## src/rtl/parity_pkg.sv

```systemverilog
// Package shared by the parity round-robin scheduler slice.
// Holds the FSM state encoding, the {par, d[3:0]} word layout constants
// and the parity-check helper used by the datapath.
package parity_pkg;

    typedef enum logic [1:0] {
        IDLE   = 2'd0,
        ACK    = 2'd1,
        CHECK  = 2'd2,
        REPORT = 2'd3
    } state_e;

    localparam int PAR_BIT = 4;
    localparam int DATA_W  = 4;
    localparam int WORD_W  = 5;

    // Returns 1 when the word's parity does not match the expected sense.
    // odd = 0: even parity expected over {par, d}; odd = 1: odd parity expected.
    function automatic logic word_err(input logic [WORD_W-1:0] w, input logic odd);
        return (^w[DATA_W-1:0]) ^ w[PAR_BIT] ^ odd;
    endfunction

endpackage

```

## src/rtl/parity_rr_sched_if.sv

```systemverilog
// Requester/result bus of the parity round-robin scheduler.
// Handshake: a requester holds req_valid[i] and its data slice stable until it
// sees req_ready[i]; a word transfers on the rising edge where both are high.
// res_valid is a one-cycle strobe; res_id/res_err stay valid until the next one.
//   req_valid  N_REQ         per-requester word valid
//   req_data   5*N_REQ       requester i at [5i+4:5i] = {par, d[3:0]}
//   req_ready  N_REQ         one-hot accept
//   res_valid  1             result strobe
//   res_id     $clog2(N_REQ) requester ID of the result
//   res_err    1             1 = parity mismatch
// master: requester/consumer side; slave: scheduler side.
interface parity_rr_sched_if #(
    parameter int N_REQ = 4,
    parameter int ID_W  = $clog2(N_REQ)
);
    logic [N_REQ-1:0]                   req_valid;
    logic [parity_pkg::WORD_W*N_REQ-1:0] req_data;
    logic [N_REQ-1:0]                   req_ready;
    logic                               res_valid;
    logic [ID_W-1:0]                    res_id;
    logic                               res_err;

    modport master (
        output req_valid, req_data,
        input  req_ready, res_valid, res_id, res_err
    );

    modport slave (
        input  req_valid, req_data,
        output req_ready, res_valid, res_id, res_err
    );
endinterface

```

## src/rtl/parity_rr_sched_rr_arbiter.sv

```systemverilog
// Combinational round-robin arbiter.
// Picks the first asserted request at or after ptr, wrapping N_REQ-1 -> 0.
//   req      in  N_REQ  request vector
//   ptr      in  ID_W   highest-priority index
//   gnt      out N_REQ  one-hot grant (all zero when no request)
//   gnt_idx  out ID_W   index of the granted requester
//   gnt_any  out 1      at least one request present
module rr_arbiter #(
    parameter int N_REQ = 4
) (
    input  logic [N_REQ-1:0]         req,
    input  logic [$clog2(N_REQ)-1:0] ptr,
    output logic [N_REQ-1:0]         gnt,
    output logic [$clog2(N_REQ)-1:0] gnt_idx,
    output logic                     gnt_any
);
    localparam int ID_W = $clog2(N_REQ);

    logic [ID_W:0]   sum;
    logic [ID_W-1:0] idx;

    always_comb begin
        gnt     = '0;
        gnt_idx = '0;
        gnt_any = 1'b0;
        sum     = '0;
        idx     = '0;
        for (int i = 0; i < N_REQ; i++) begin
            // One extra bit holds ptr+i before the modulo-N_REQ wrap.
            sum = {1'b0, ptr} + (ID_W+1)'(i);
            if (sum >= (ID_W+1)'(N_REQ)) begin
                sum = sum - (ID_W+1)'(N_REQ);
            end
            idx = sum[ID_W-1:0];
            if (!gnt_any && req[idx]) begin
                gnt_any  = 1'b1;
                gnt[idx] = 1'b1;
                gnt_idx  = idx;
            end
        end
    end
endmodule

```

## src/rtl/parity_rr_sched.sv

```systemverilog
// Round-robin scheduler sharing one 4-bit parity checker between N_REQ
// nibble requesters. One word is granted, accepted, checked and reported at
// a time (IDLE -> ACK -> CHECK -> REPORT), so at most one word per 4 cycles.
// Optional feature macro: PARITY_ERRCNT_EN builds the saturating error
// counter and its clear; without it err_cnt is tied to 0 and err_clr ignored.
//   clk, rst_n  clock, synchronous active-low reset
//   bus         requester/result bus (slave side)
//   err_clr     clear error counter (wins over a same-cycle increment)
//   err_cnt     mismatches since reset/clear, saturating
//   led         active-low LED, 0 = last result was an error
//   dbg_state   current FSM state
module parity_rr_sched
    import parity_pkg::*;
#(
    parameter int N_REQ   = 4,
    parameter int CNT_W   = 8,
    parameter bit ODD_PAR = 1'b0
) (
    input  logic             clk,
    input  logic             rst_n,
    parity_rr_sched_if.slave bus,
    input  logic             err_clr,
    output logic [CNT_W-1:0] err_cnt,
    output logic             led,
    output state_e           dbg_state
);
    localparam int ID_W = $clog2(N_REQ);

    state_e            state, state_d;
    logic [ID_W-1:0]   gnt_id, ptr, res_id_q, arb_idx;
    logic [N_REQ-1:0]  ready_q, arb_gnt;
    logic              arb_any;
    logic [WORD_W-1:0] word_q;
    logic              err_q, res_valid_q, led_q;
    logic [WORD_W-1:0] words [N_REQ];

    for (genvar g = 0; g < N_REQ; g++) begin : g_words
        assign words[g] = bus.req_data[g*WORD_W +: WORD_W];
    end

    rr_arbiter #(.N_REQ(N_REQ)) u_arb (
        .req     (bus.req_valid),
        .ptr     (ptr),
        .gnt     (arb_gnt),
        .gnt_idx (arb_idx),
        .gnt_any (arb_any)
    );

    always_comb begin
        state_d = state;
        case (state)
            IDLE:    if (arb_any) state_d = ACK;
            // A requester that dropped valid during its ready cycle forfeits the grant.
            ACK:     state_d = bus.req_valid[gnt_id] ? CHECK : IDLE;
            CHECK:   state_d = REPORT;
            REPORT:  state_d = IDLE;
            default: state_d = IDLE;
        endcase
    end

    always_ff @(posedge clk) begin
        if (!rst_n) begin
            state       <= IDLE;
            gnt_id      <= '0;
            ptr         <= '0;
            ready_q     <= '0;
            word_q      <= '0;
            err_q       <= 1'b0;
            res_id_q    <= '0;
            res_valid_q <= 1'b0;
            led_q       <= 1'b1;
        end else begin
            state       <= state_d;
            ready_q     <= '0;
            res_valid_q <= 1'b0;
            case (state)
                IDLE: begin
                    if (arb_any) begin
                        gnt_id  <= arb_idx;
                        ready_q <= arb_gnt;  // high only during ACK
                    end
                end
                ACK: begin
                    if (bus.req_valid[gnt_id]) word_q <= words[gnt_id];
                end
                CHECK: begin
                    // Result registers load here so they are presented in REPORT
                    // and then hold until the next result.
                    err_q       <= word_err(word_q, ODD_PAR);
                    res_id_q    <= gnt_id;
                    res_valid_q <= 1'b1;
                end
                REPORT: begin
                    led_q <= ~err_q;
                    ptr   <= (gnt_id == ID_W'(N_REQ-1)) ? '0 : gnt_id + 1'b1;
                end
                default: ;
            endcase
        end
    end

`ifdef PARITY_ERRCNT_EN
    logic [CNT_W-1:0] cnt_q;

    always_ff @(posedge clk) begin
        if (!rst_n) begin
            cnt_q <= '0;
        end else if (err_clr) begin
            cnt_q <= '0;
        end else if (state == REPORT && err_q && cnt_q != '1) begin
            cnt_q <= cnt_q + 1'b1;
        end
    end

    assign err_cnt = cnt_q;
`else
    logic unused_err_clr;
    assign unused_err_clr = err_clr;
    assign err_cnt        = '0;
`endif

    assign bus.req_ready = ready_q;
    assign bus.res_valid = res_valid_q;
    assign bus.res_id    = res_id_q;
    assign bus.res_err   = err_q;
    assign led           = led_q;
    assign dbg_state     = state;
endmodule

```

## src/flat_wrapper.sv

```systemverilog
// flat-port wrapper written by rule: the top's interface ports become plain ports
module parity_rr_sched_flat import parity_pkg::*;
#(
    parameter int N_REQ   = 4,
    parameter int CNT_W   = 8,
    parameter bit ODD_PAR = 1'b0
)
  (clk, rst_n, err_clr, err_cnt, led, dbg_state, bus_req_valid, bus_req_data, bus_req_ready, bus_res_valid, bus_res_id, bus_res_err);
  parity_rr_sched_if #(.N_REQ(N_REQ)) bus_i ();
  input  logic clk;
  input  logic rst_n;
  input  logic err_clr;
  output logic [CNT_W-1:0] err_cnt;
  output logic led;
  output state_e dbg_state;
  input wire logic [$bits(bus_i.req_valid)-1:0] bus_req_valid;
  input wire logic [$bits(bus_i.req_data)-1:0] bus_req_data;
  output wire logic [$bits(bus_i.req_ready)-1:0] bus_req_ready;
  output wire logic [$bits(bus_i.res_valid)-1:0] bus_res_valid;
  output wire logic [$bits(bus_i.res_id)-1:0] bus_res_id;
  output wire logic [$bits(bus_i.res_err)-1:0] bus_res_err;
  assign bus_i.req_valid = bus_req_valid;
  assign bus_i.req_data = bus_req_data;
  assign bus_req_ready = bus_i.req_ready;
  assign bus_res_valid = bus_i.res_valid;
  assign bus_res_id = bus_i.res_id;
  assign bus_res_err = bus_i.res_err;
  parity_rr_sched #(.N_REQ(N_REQ), .CNT_W(CNT_W), .ODD_PAR(ODD_PAR)) u_core (.clk(clk), .rst_n(rst_n), .bus(bus_i), .err_clr(err_clr), .err_cnt(err_cnt), .led(led), .dbg_state(dbg_state));
endmodule
```

## config.mk

```make
export PLATFORM = sky130hd
export DESIGN_NAME = parity_rr_sched_flat
export DESIGN_NICKNAME = d
export VERILOG_FILES = /design/src/rtl/parity_pkg.sv /design/src/rtl/parity_rr_sched_if.sv /design/src/rtl/parity_rr_sched_rr_arbiter.sv /design/src/rtl/parity_rr_sched.sv /design/src/flat_wrapper.sv
export SDC_FILE = /design/constraint.sdc
export NUM_CORES = 1
export LEC_CHECK = 0
export ABC_CLOCK_PERIOD_IN_PS = 4900
export CORE_AREA = 2 2 57 59
export CTS_BUF_LIST = sky130_fd_sc_hd__clkbuf_2 sky130_fd_sc_hd__clkbuf_4 sky130_fd_sc_hd__clkbuf_8
export DETAILED_ROUTE_END_ITERATION = 12
export DIE_AREA = 0 0 59 61
export PLACE_DENSITY = 0.8
export SETUP_SLACK_MARGIN = 0.3
export SLEW_MARGIN = 20
export SYNTH_ARGS = -nofsm -noshare
export SYNTH_HDL_FRONTEND = slang
export SYNTH_SLANG_ARGS = --single-unit
```

## constraint.sdc

```tcl
create_clock -name clk -period 4.9 [get_ports clk]
set_clock_uncertainty 0.05 [all_clocks]
set_input_delay 1.225 -clock clk [delete_from_list [all_inputs] [get_ports clk]]
set_output_delay 1.225 -clock clk [all_outputs]
set_load 0.03 [all_outputs]
```

==> impl_metrics.toml <==
[cells_and_area]
nFillCells = 255
final_common_cell = "clkdlybuf4s50_1"
nets = 208
syn_to_final_growth_pct = 22.7
layout-drive-gt1-share_pct = 12.1
final-seq-area_um2 = 400
multi_input_area_um2 = 925
final_cell_mix = "clkdlybuf4s50_1 (36), dfxtp_1 (20), mux2i_1 (15), nand2_1 (14), nor2b_1 (11)"
fin_util_pct = 60.1
diodes = 0

[global_route]
grt_max_degree = 19
grt_usage_pct = 16.1
antenna_found_initial = 0
grt_overflow = 0
grt_pass1_vias = 1094
grt_pass1_wl_mm = 4.46

[sta]
timing.fmax_mhz = 336
slew_headroom_pct = 59.7
grt_setup_unrepaired = "no"
layout_setup_ws_ns = 1.92
worstMarginPinSlew_ns = 0.604
fin_setup_tns_ns = 0
hold_violations = 0
setup_viol = 0
period_needed_ns = 2.98
finalMaxSlewViolations = 0
final.period_utilization_pct = 60.7

[critical_path]
startpoint = "bus_req_valid[2]"
rrSetupSlack_ns = 2.30
crit_type = "in -> reg"
r2r-end = "u_core.gnt_id[0]"
critPathArrivalTime_ns = 3.11
crit_path_start_kind = "input port"
path_cells = "clkdlybuf4s50_1, mux4_2, nor3_4, nand2b_1, nand3_1, a21oi_1"
critPathMaxFanout = 10
worst_path_max_delay_cell = "mux4_2"
r2r-start = "u_core.ptr[0]"
required_ns = 5.04
slowest_delay_ns = 0.67
setup.worst_path.end_class = "register"
reg2reg_depth = 7

[clock_tree]
cts_resized = 0
hold_buffers = 0
clk_pin_slew_worst_paths_ns = 0.10
htreeDepth = 1
clock_latency_ns = 0.29
cts_sinks = 20
cts_setup_buffers = 0
cts_tree = "done"
clock_path_buffers = 2
cts_made_buffers = 3
root_buffer = "clkbuf_4"

[synth]
synth_top_area_share_pct = 27.7
yosysWarnings = 0
synth_seq_area_share_pct = 27.7
syn_inst = 145
yosys_register_bits = 20
synth_area_um2 = 1450
syn_area_per_cell_um2 = 9.98
ys_top_cells_by_area = "dfxtp_1 (28%), mux4_2 (11%), mux2i_1 (10%)"
synth_top_area_cell = "dfxtp_1"
synth.distinct_cells = 35

[detailed_routing]
viasPerCell = 5.35
wl_per_cell_um = 13.3
dr.pass1.iters = 4
drt_wl_total_mm = 2.76
drc = 0
drt-initial-drc-count = 18
ant_nets = 0
num_vias = 1108

[hold_path]
hp-class = "reg -> reg"
hold_depth = 2
min_from = "u_core.led"
hold_end = "u_core.led"

[floorplanning]
row_count = 20
initial_core_util_pct = 49.0
pin_count = 46
core_um2 = 2950
die_h_um = 61
die_area_um2 = 3600
die_w_um = 59

[power_and_ir_drop]
p_leak_nw = 0.677
pwr_density_cell_nw_per_um2 = 241
peakVddDrop_mv = 0.223

[place]
gp_congestion = 0.768
io_buffers = 36
pre_cts_slack_ns = 1.62
hpwl_mm = 2.18

[job]
drv_cap = 0

[run_status]
status = "completed"
layout make-up:
type | count | area share, %
inverter | 3 | 0.635
clock buffer | 4 | 2.05
multi-input combinational | 111 | 52.1
timing repair buffer | 36 | 20.3
sequential | 20 | 22.6
tap | 33 | 2.33
worst max-delay path by stage:
stage / end / slack (ns) / cells after the start
after floorplan: u_core.gnt_id[0] / 2.26 / 6
final: u_core.gnt_id[0] / 1.92 / 6
after global routing: u_core.gnt_id[0] / 1.84 / 6
after detailed placement: u_core.gnt_id[0] / 1.62 / 6
after CTS: u_core.gnt_id[0] / 1.94 / 6
after global placement: u_core.gnt_id[0] / 1.68 / 6
synthesized netlist by cell type:
| cell | number |
|---|---|
| conb_1 | 1 |
| a32o_1 | 1 |
| nand3_1 | 3 |
| o21ai_0 | 3 |
| inv_1 | 3 |
| or2_2 | 1 |
| a21boi_0 | 2 |
| buf_2 | 1 |
| buf_4 | 8 |
| mux4_1 | 2 |
| buf_6 | 5 |
| and2_4 | 1 |
| nand2_1 | 14 |
| o221ai_1 | 1 |
| dfxtp_1 | 20 |
| nor2b_4 | 1 |
| o21ai_2 | 1 |
| mux2i_1 | 15 |
| and2_1 | 1 |
| o21bai_1 | 1 |
| nand2b_1 | 3 |
| nor3b_1 | 1 |
| nor3_1 | 1 |
| a22o_2 | 4 |
| a21oi_1 | 9 |
| clkbuf_1 | 4 |
| nor2_1 | 4 |
| mux4_2 | 7 |
| nor3_4 | 1 |
| a31oi_1 | 1 |
| ha_1 | 6 |
| mux2_2 | 1 |
| nor2b_1 | 11 |
| xnor2_1 | 4 |
| o211ai_1 | 3 |
layer usage:
| layer | vias up | wire, um | track usage (%) |
|---|---|---|---|
| li1 | 561 | - | - |
| met1 | 519 | 1110 | 17.5 |
| met2 | 26 | 1550 | 32.2 |
| met3 | 2 | 90 | 3.41 |
| met4 | 0 | 19 | 2.60 |
| met5 | - | 0 | 0 |
power breakdown:
part / internal [mW] / switching (mW)
Sequential: 0.174 / 0.0197
Combinational: 0.0772 / 0.0637
Clock: 0.0453 / 0.0473
Total: 0.297 / 0.131
registers in the layout, indices dropped and copies added, names as in the netlist, named ones only:
signal	flops
u_core.led	1
u_core.dbg_state	1
u_core.bus.res_id	2
u_core.ptr	2
u_core.bus.req_ready	4
u_core.bus.res_valid	1
u_core.word_q	5
u_core.gnt_id	2
u_core.bus.res_err	1
worst max-delay path: cells and delay by family:
kind	cells	cell delay, ns
buf+inv	1	0.55
mux	1	0.67
compound gates	1	0.09
simple gates	3	0.57
stage by stage:
stage | instance area, um^2 | hold WS (ns) | power [mW] | std cells
6_report | 1770 | 0.454 | 0.427 | 207
3_5_place_dp | 1740 | 0.449 | 0.339 | 203
2_1_floorplan | 1470 | 0.457 | 0.304 | 152
5_1_grt | 1770 | 0.493 | 0.450 | 207
4_1_cts | 1770 | 0.461 | 0.431 | 207
3_3_place_gp | 1740 | 0.428 | 0.334 | 203
cells by family after synthesis:
logic type	count (synthesis)	share of synthesized area [%]
simple gates	42	16.2
compound gates	26	12.4
mux	25	25.7
buf+inv	21	10.2
flops	20	27.7
fa+ha+maj	6	5.19
xor+xnor	4	2.42
other cells	1	0.259
Note: power is estimated with default switching activity, not from simulation.
